--- src/rtl/fft_pkg.sv ---
// Shared constants for the 16-point FFT path: sizes, first-stage
// twiddles in Q16 and the ping-pong bank state encoding.
package fft_pkg;

  localparam int N      = 16;
  localparam int HALF   = N / 2;
  localparam int CPLX_W = 32;
  localparam int TW_W   = 20;

  // W16^k = cos(2*pi*k/16) - j*sin(2*pi*k/16), k = 0..7
  localparam logic [TW_W-1:0] TW_RE [HALF] = '{
    20'h10000, 20'h0EC83, 20'h0B505, 20'h061F8,
    20'h00000, 20'hF9E08, 20'hF4AFB, 20'hF137D
  };

  localparam logic [TW_W-1:0] TW_IM [HALF] = '{
    20'h00000, 20'hF9E08, 20'hF4AFB, 20'hF137D,
    20'hF0000, 20'hF137D, 20'hF4AFB, 20'hF9E08
  };

  typedef enum logic [1:0] {
    EMPTY,
    FILLING,
    FULL,
    DRAINING
  } bank_st_t;

endpackage

--- src/rtl/fft_twiddle_rom.sv ---
// First-stage twiddle lookup for the 16-point FFT.
// Combinational; shared with downstream stage controllers.
module fft_twiddle_rom
  import fft_pkg::*;
(
  input  logic [2:0]      k,
  output logic [TW_W-1:0] w_real,
  output logic [TW_W-1:0] w_image
);

  assign w_real  = TW_RE[k];
  assign w_image = TW_IM[k];

endmodule

--- src/rtl/fft_input_buffer.sv ---
// Ping-pong frame buffer feeding first-stage butterfly pairs.
// Optional sticky drop flag: define FFT_BUF_OVF_EN.
module fft_input_buffer
  import fft_pkg::*;
#(
  parameter int N     = 16,
  parameter int DIN_W = 16
) (
  input  logic              clk,
  input  logic              rst_n,
  input  logic              in_valid,
  input  logic [DIN_W-1:0]  in_data,
  output logic              out_valid,
  input  logic              out_ready,
  output logic [CPLX_W-1:0] X,
  output logic [CPLX_W-1:0] Y,
  output logic [TW_W-1:0]   W_real,
  output logic [TW_W-1:0]   W_image,
  output logic [2:0]        pair_idx,
  output logic              frame_last
`ifdef FFT_BUF_OVF_EN
  ,
  output logic              ovf
`endif
);

  logic [DIN_W-1:0] mem [2][N];
  bank_st_t bank_st [2];

  logic       wr_bank;
  logic       rd_bank;
  logic [3:0] wr_cnt;
  logic       stall;

  logic       wr_en;
  logic       wr_sel;
  logic [3:0] wr_addr;

  logic       xfer;
  logic       xfer_last;
  logic       ld_en;
  logic       ld_bank;
  logic [2:0] ld_k;
  logic [TW_W-1:0] ld_wr;
  logic [TW_W-1:0] ld_wi;

  // A stalled writer always resumes in the other bank so frames
  // leave in the order they were collected.
  always_comb begin
    wr_en   = in_valid && (!stall || bank_st[!wr_bank] == EMPTY);
    wr_sel  = stall ? !wr_bank : wr_bank;
    wr_addr = stall ? 4'd0 : wr_cnt;
  end

  always_comb begin
    xfer      = out_valid && out_ready;
    xfer_last = xfer && pair_idx == 3'd7;
    ld_en     = 1'b0;
    ld_bank   = rd_bank;
    ld_k      = 3'd0;
    unique case (1'b1)
      (!out_valid && bank_st[rd_bank] == FULL): begin
        ld_en = 1'b1;
      end
      (xfer && !xfer_last): begin
        ld_en = 1'b1;
        ld_k  = pair_idx + 3'd1;
      end
      (xfer_last && bank_st[!rd_bank] == FULL): begin
        ld_en   = 1'b1;
        ld_bank = !rd_bank;
      end
      default: ;
    endcase
  end

  fft_twiddle_rom u_rom (
    .k      (ld_k),
    .w_real (ld_wr),
    .w_image(ld_wi)
  );

  always_ff @(posedge clk) begin
    if (rst_n && wr_en)
      mem[wr_sel][wr_addr] <= in_data;
  end

  always_ff @(posedge clk) begin
    if (!rst_n) begin
      bank_st[0] <= EMPTY;
      bank_st[1] <= EMPTY;
      wr_bank    <= 1'b0;
      rd_bank    <= 1'b0;
      wr_cnt     <= 4'd0;
      stall      <= 1'b0;
      out_valid  <= 1'b0;
      X          <= '0;
      Y          <= '0;
      W_real     <= '0;
      W_image    <= '0;
      pair_idx   <= 3'd0;
      frame_last <= 1'b0;
    end else begin
      if (wr_en) begin
        if (stall) begin
          stall             <= 1'b0;
          wr_bank           <= !wr_bank;
          wr_cnt            <= 4'd1;
          bank_st[!wr_bank] <= FILLING;
        end else if (wr_cnt == 4'(N - 1)) begin
          bank_st[wr_bank] <= FULL;
          wr_cnt           <= 4'd0;
          if (bank_st[!wr_bank] == EMPTY)
            wr_bank <= !wr_bank;
          else
            stall <= 1'b1;
        end else begin
          bank_st[wr_bank] <= FILLING;
          wr_cnt           <= wr_cnt + 4'd1;
        end
      end

      if (ld_en) begin
        out_valid  <= 1'b1;
        X          <= {mem[ld_bank][{1'b0, ld_k}], 16'h0000};
        Y          <= {mem[ld_bank][{1'b1, ld_k}], 16'h0000};
        W_real     <= ld_wr;
        W_image    <= ld_wi;
        pair_idx   <= ld_k;
        frame_last <= (ld_k == 3'd7);
        if (ld_k == 3'd0)
          bank_st[ld_bank] <= DRAINING;
      end else if (xfer) begin
        out_valid  <= 1'b0;
        frame_last <= 1'b0;
      end

      if (xfer_last) begin
        bank_st[rd_bank] <= EMPTY;
        rd_bank          <= !rd_bank;
      end
    end
  end

`ifdef FFT_BUF_OVF_EN
  always_ff @(posedge clk) begin
    if (!rst_n)
      ovf <= 1'b0;
    else if (in_valid && !wr_en)
      ovf <= 1'b1;
  end
`endif

endmodule

--- config.mk ---
export PLATFORM = sky130hd
export DESIGN_NAME = fft_input_buffer
export DESIGN_NICKNAME = d
export VERILOG_FILES = /design/src/rtl/fft_pkg.sv /design/src/rtl/fft_twiddle_rom.sv /design/src/rtl/fft_input_buffer.sv
export SDC_FILE = /design/constraint.sdc
export NUM_CORES = 1
export LEC_CHECK = 0
export ABC_CLOCK_PERIOD_IN_PS = 7000
export BUFFER_PORTS_ARGS = -buffer_cell sky130_fd_sc_hd__buf_2
export CAP_MARGIN = 20
export CORE_MARGIN = 2
export CORE_UTILIZATION = 35
export CTS_CLUSTER_SIZE = 8
export DETAILED_ROUTE_END_ITERATION = 6
export PLACE_DENSITY = 0.58
export SLEW_MARGIN = 20
export SYNTH_ARGS = -nofsm -noshare
export SYNTH_HDL_FRONTEND = slang
export SYNTH_HIERARCHICAL = 1
export SYNTH_SLANG_ARGS = --single-unit
--- constraint.sdc ---
create_clock -name clk -period 7 [get_ports clk]
set_clock_uncertainty 0.05 [all_clocks]
set_input_delay 0.7 -clock clk [delete_from_list [all_inputs] [get_ports clk]]
set_output_delay 0.7 -clock clk [all_outputs]
set_load 0.01 [all_outputs]
==> impl_metrics.env <==
export IMPL_r2r_start="pair_idx[0]$_SDFFE_PN0P_"
export IMPL_ys_warn_count=6
export IMPL_post_drt_wl_per_cell_um=23.63
export IMPL_hp_class="reg2reg"
export IMPL_grt_max_degree=86
export IMPL_max_freq_mhz=238.0
export IMPL_postCtsResizedCells=0
export IMPL_cts_setup_buffers=0
export IMPL_crit_end="X[16]$_SDFFE_PN0P_"
export IMPL_cts_root_buf="clkbuf_16"
export IMPL_cts_path_max_buffers=3
export IMPL_synth_area_per_cell_um2=13.88
export IMPL_fill_cells=6303
export IMPL_cts_tree="done"
export IMPL_r2r_end="X[16]$_SDFFE_PN0P_"
export IMPL_num_antenna_cells=0
export IMPL_worst_pin_slew_ps=1202
export IMPL_synth_seq_cells=601
export IMPL_dr_pass1_iters=7
export IMPL_antenna_found_initial=5
export IMPL_synth_ff_type="edfxtp_1"
export IMPL_grt_usage_pct=18.53
export IMPL_end_kind="flip-flop"
export IMPL_syn_area_mm2=0.02444
export IMPL_rsz0062_at_grt="no"
export IMPL_viasPerCell=5.431
export IMPL_final_core_util_pct=40.94
export IMPL_routed_wl_um=67050
export IMPL_fin_nets=1869
export IMPL_grt_pass1_vias=15240
export IMPL_start_util_pct=35.51
export IMPL_vias=15410
export IMPL_ys_types=64
export IMPL_r2r_cells=10
export IMPL_synth_edf_count=512
export IMPL_dpl_hpwl_um=37910
export IMPL_clkTransAtPathRegs_ps=50
export IMPL_fp_coreArea_mm2=0.06883
export IMPL_hold_buffers=0
export IMPL_h_tree_depth=3
export IMPL_syn_to_final_growth_pct=15.28
export IMPL_clkSinkCount=601
export IMPL_drt_iter0_drc=1584
export IMPL_numCtsBuffers=85
export IMPL_fin_crit_sh_pct=60.03
export IMPL_worst_r2r_setup_slack_ps=2800
export IMPL_power_mw=7.838
export IMPL_final_layout_size_suffix_gt1_share_pct=16.05
export IMPL_maxCapViolations=0
export IMPL_worstPathArrival_ps=4650
export IMPL_hold_violations=0
export IMPL_die_y_um=268.3
export IMPL_relSlewSlack_pct=17.77
export IMPL_ant_nets=0
export IMPL_clk_latency_ps=630
export IMPL_path_class="reg2reg"
export IMPL_period_needed_ps=4202
export IMPL_setup_viol=0
export IMPL_slew_violations=0
export IMPL_fin_hold_ws_ps=406.4
export IMPL_die_area_mm2=0.07197
export IMPL_io_pins=129
export IMPL_cp_max_fo=85
export IMPL_detailedPlace_worstSlack_ps=2836
export IMPL_p_leak_nw=9.509
export IMPL_cellPowerDensity_mw_per_mm2=278.1
export IMPL_syn_inst=1761
export IMPL_grt_pass1_wl_um=98860
export IMPL_fin_setup_tns_ps=0
export IMPL_cp_start_kind="flip-flop"
export IMPL_io_buffers=96
export IMPL_rows=96
export IMPL_peakVddDrop_v=0.0001700
export IMPL_outcome="finished clean"
export IMPL_fin_ws_ps=2798
export IMPL_seq_area_frac_synth_pct=70.19
export IMPL_crit_start="pair_idx[0]$_SDFFE_PN0P_"
export IMPL_async_flop_share_pct=0
export IMPL_grt_overflow=0
export IMPL_cp_required_ps=7450
export IMPL_routabilityCongestion=0.7890
export IMPL_drc=0
export IMPL_die_w_um=268.3
==> area by class of cell <==
| cell class | instances | area (µm²) | share of cell area [%] |
|---|---|---|---|
| clock buffers | 147 | 2402 | 8.525 |
| flip-flops and latches | 601 | 17160 | 60.89 |
| repair buffers | 145 | 848.3 | 3.011 |
| multi-input cells | 997 | 6465 | 22.94 |
| clock inverters | 6 | 100.1 | 0.3552 |
| inverters | 11 | 41.29 | 0.1465 |
| well taps | 931 | 1165 | 4.134 |
==> critical path, stage by stage (launching register included) <==
cell	delay, ps
dfxtp_1	510
ha_1	210
ha_1	220
nand3_4	150
nor3_4	210
buf_4	810
nor2_4	240
buf_4	450
mux2_1	430
a2111oi_0	560
o22ai_1	140
==> cells in the mapped netlist (all sizes together), types with 16 or more instances <==
master | count | area [µm²]
edfxtp | 512 | 15370
nand2 | 163 | 621.9
o21ai | 110 | 550.5
buf | 109 | 725.7
nand3 | 108 | 553.0
dfxtp | 89 | 1782
a21oi | 76 | 380.4
clkbuf | 74 | 277.8
and3 | 52 | 325.3
nor2 | 43 | 163.9
a21boi | 42 | 315.3
a211oi | 39 | 292.8
mux2 | 33 | 371.6
a2111oi | 32 | 285.3
nor2b | 28 | 175.2
or4 | 26 | 195.2
nand2b | 25 | 156.4
a31oi | 20 | 125.1
mux2i | 20 | 200.2
o22ai | 17 | 106.4
a221oi | 16 | 183.9
a311oi | 16 | 140.1
mux4 | 16 | 360.4
==> through the flow <==
step	area (µm²)	instances
floorplan	24560	1792
global placement	25670	2685
detailed placement	25680	2685
CTS	28180	2838
global route	28180	2838
finish	28180	2838
==> layout by cell type, fill, tap and decap left out, types with 6 or more instances in the layout <==
master | Yosys | routed
edfxtp_1 | 512 | 512
nand2_1 | 161 | 161
o21ai_0 | 109 | 109
nand3_1 | 107 | 107
buf_2 | 37 | 96
dfxtp_1 | 89 | 89
clkbuf_16 | 0 | 87
a21oi_1 | 76 | 75
clkbuf_1 | 74 | 60
and3_1 | 52 | 52
buf_4 | 58 | 49
a21boi_0 | 42 | 42
a211oi_1 | 39 | 39
conb_1 | 2 | 33
nor2b_1 | 28 | 28
a2111oi_0 | 28 | 28
nor2_1 | 42 | 26
or4_1 | 26 | 26
nand2b_1 | 25 | 25
mux2i_1 | 20 | 20
mux2_1 | 20 | 20
a31oi_1 | 20 | 20
o22ai_1 | 17 | 17
a311oi_1 | 16 | 16
mux4_2 | 16 | 16
nor2_2 | 1 | 13
mux2_2 | 13 | 13
o2111a_1 | 13 | 13
o311ai_0 | 12 | 12
inv_1 | 10 | 10
a221oi_1 | 9 | 9
nand4_1 | 8 | 8
ha_1 | 8 | 8
and2_1 | 7 | 7
a221oi_2 | 7 | 7
a211o_1 | 6 | 6
==> power by group <==
group	internal [mW]	switching [mW]	total (mW)
clock	2.32	1.51	3.82
sequential	3.90	0.00407	3.90
combinational	0.0196	0.0907	0.110
==> flip-flops by register name, indices dropped and copies added, names as in the netlist, named ones only <==
signal	count
mem	512
W_image	20
W_real	20
X	16
Y	16
bank_st	4
wr_cnt	4
pair_idx	3
frame_last	1
out_valid	1
rd_bank	1
stall	1
wr_bank	1
==> per-layer routing <==
layer | routed length, µm | GRT usage, %
met4 | 1641 | 6.432
met3 | 5000 | 3.803
met5 | 22 | 0
met2 | 31550 | 29.74
met1 | 28840 | 25.00
==> logic make-up after synthesis <==
| kind of cell | after synthesis | share of synthesized area [%] |
|---|---|---|
| AO/OA/AOI/OAI | 413 | 11.48 |
| XOR/XNOR | 3 | 0.1075 |
| adder cells (fa/ha/maj) | 8 | 0.4095 |
| buffers and inverters | 194 | 4.274 |
| flip-flops | 601 | 70.19 |
| multiplexers | 69 | 3.813 |
| other | 2 | 0.03072 |
| AND/OR/NAND/NOR | 471 | 9.695 |
==> how the worst min path moves through the flow <==
stage                                  from                 endpoint  slack, ps  cells past startpoint
floorplan           W_image[1]$_SDFFE_PN0P_  W_image[1]$_SDFFE_PN0P_        440                      2
global placement    W_image[7]$_SDFFE_PN0P_  W_image[7]$_SDFFE_PN0P_        390                      2
detailed placement  W_image[1]$_SDFFE_PN0P_  W_image[1]$_SDFFE_PN0P_        400                      2
CTS                                in_valid   wr_cnt[1]$_SDFFE_PN0N_        380                      3
global route        W_image[1]$_SDFFE_PN0P_  W_image[1]$_SDFFE_PN0P_        430                      2
finish              W_image[1]$_SDFFE_PN0P_  W_image[1]$_SDFFE_PN0P_        410                      2
Note: power is estimated with default switching activity, not from simulation.
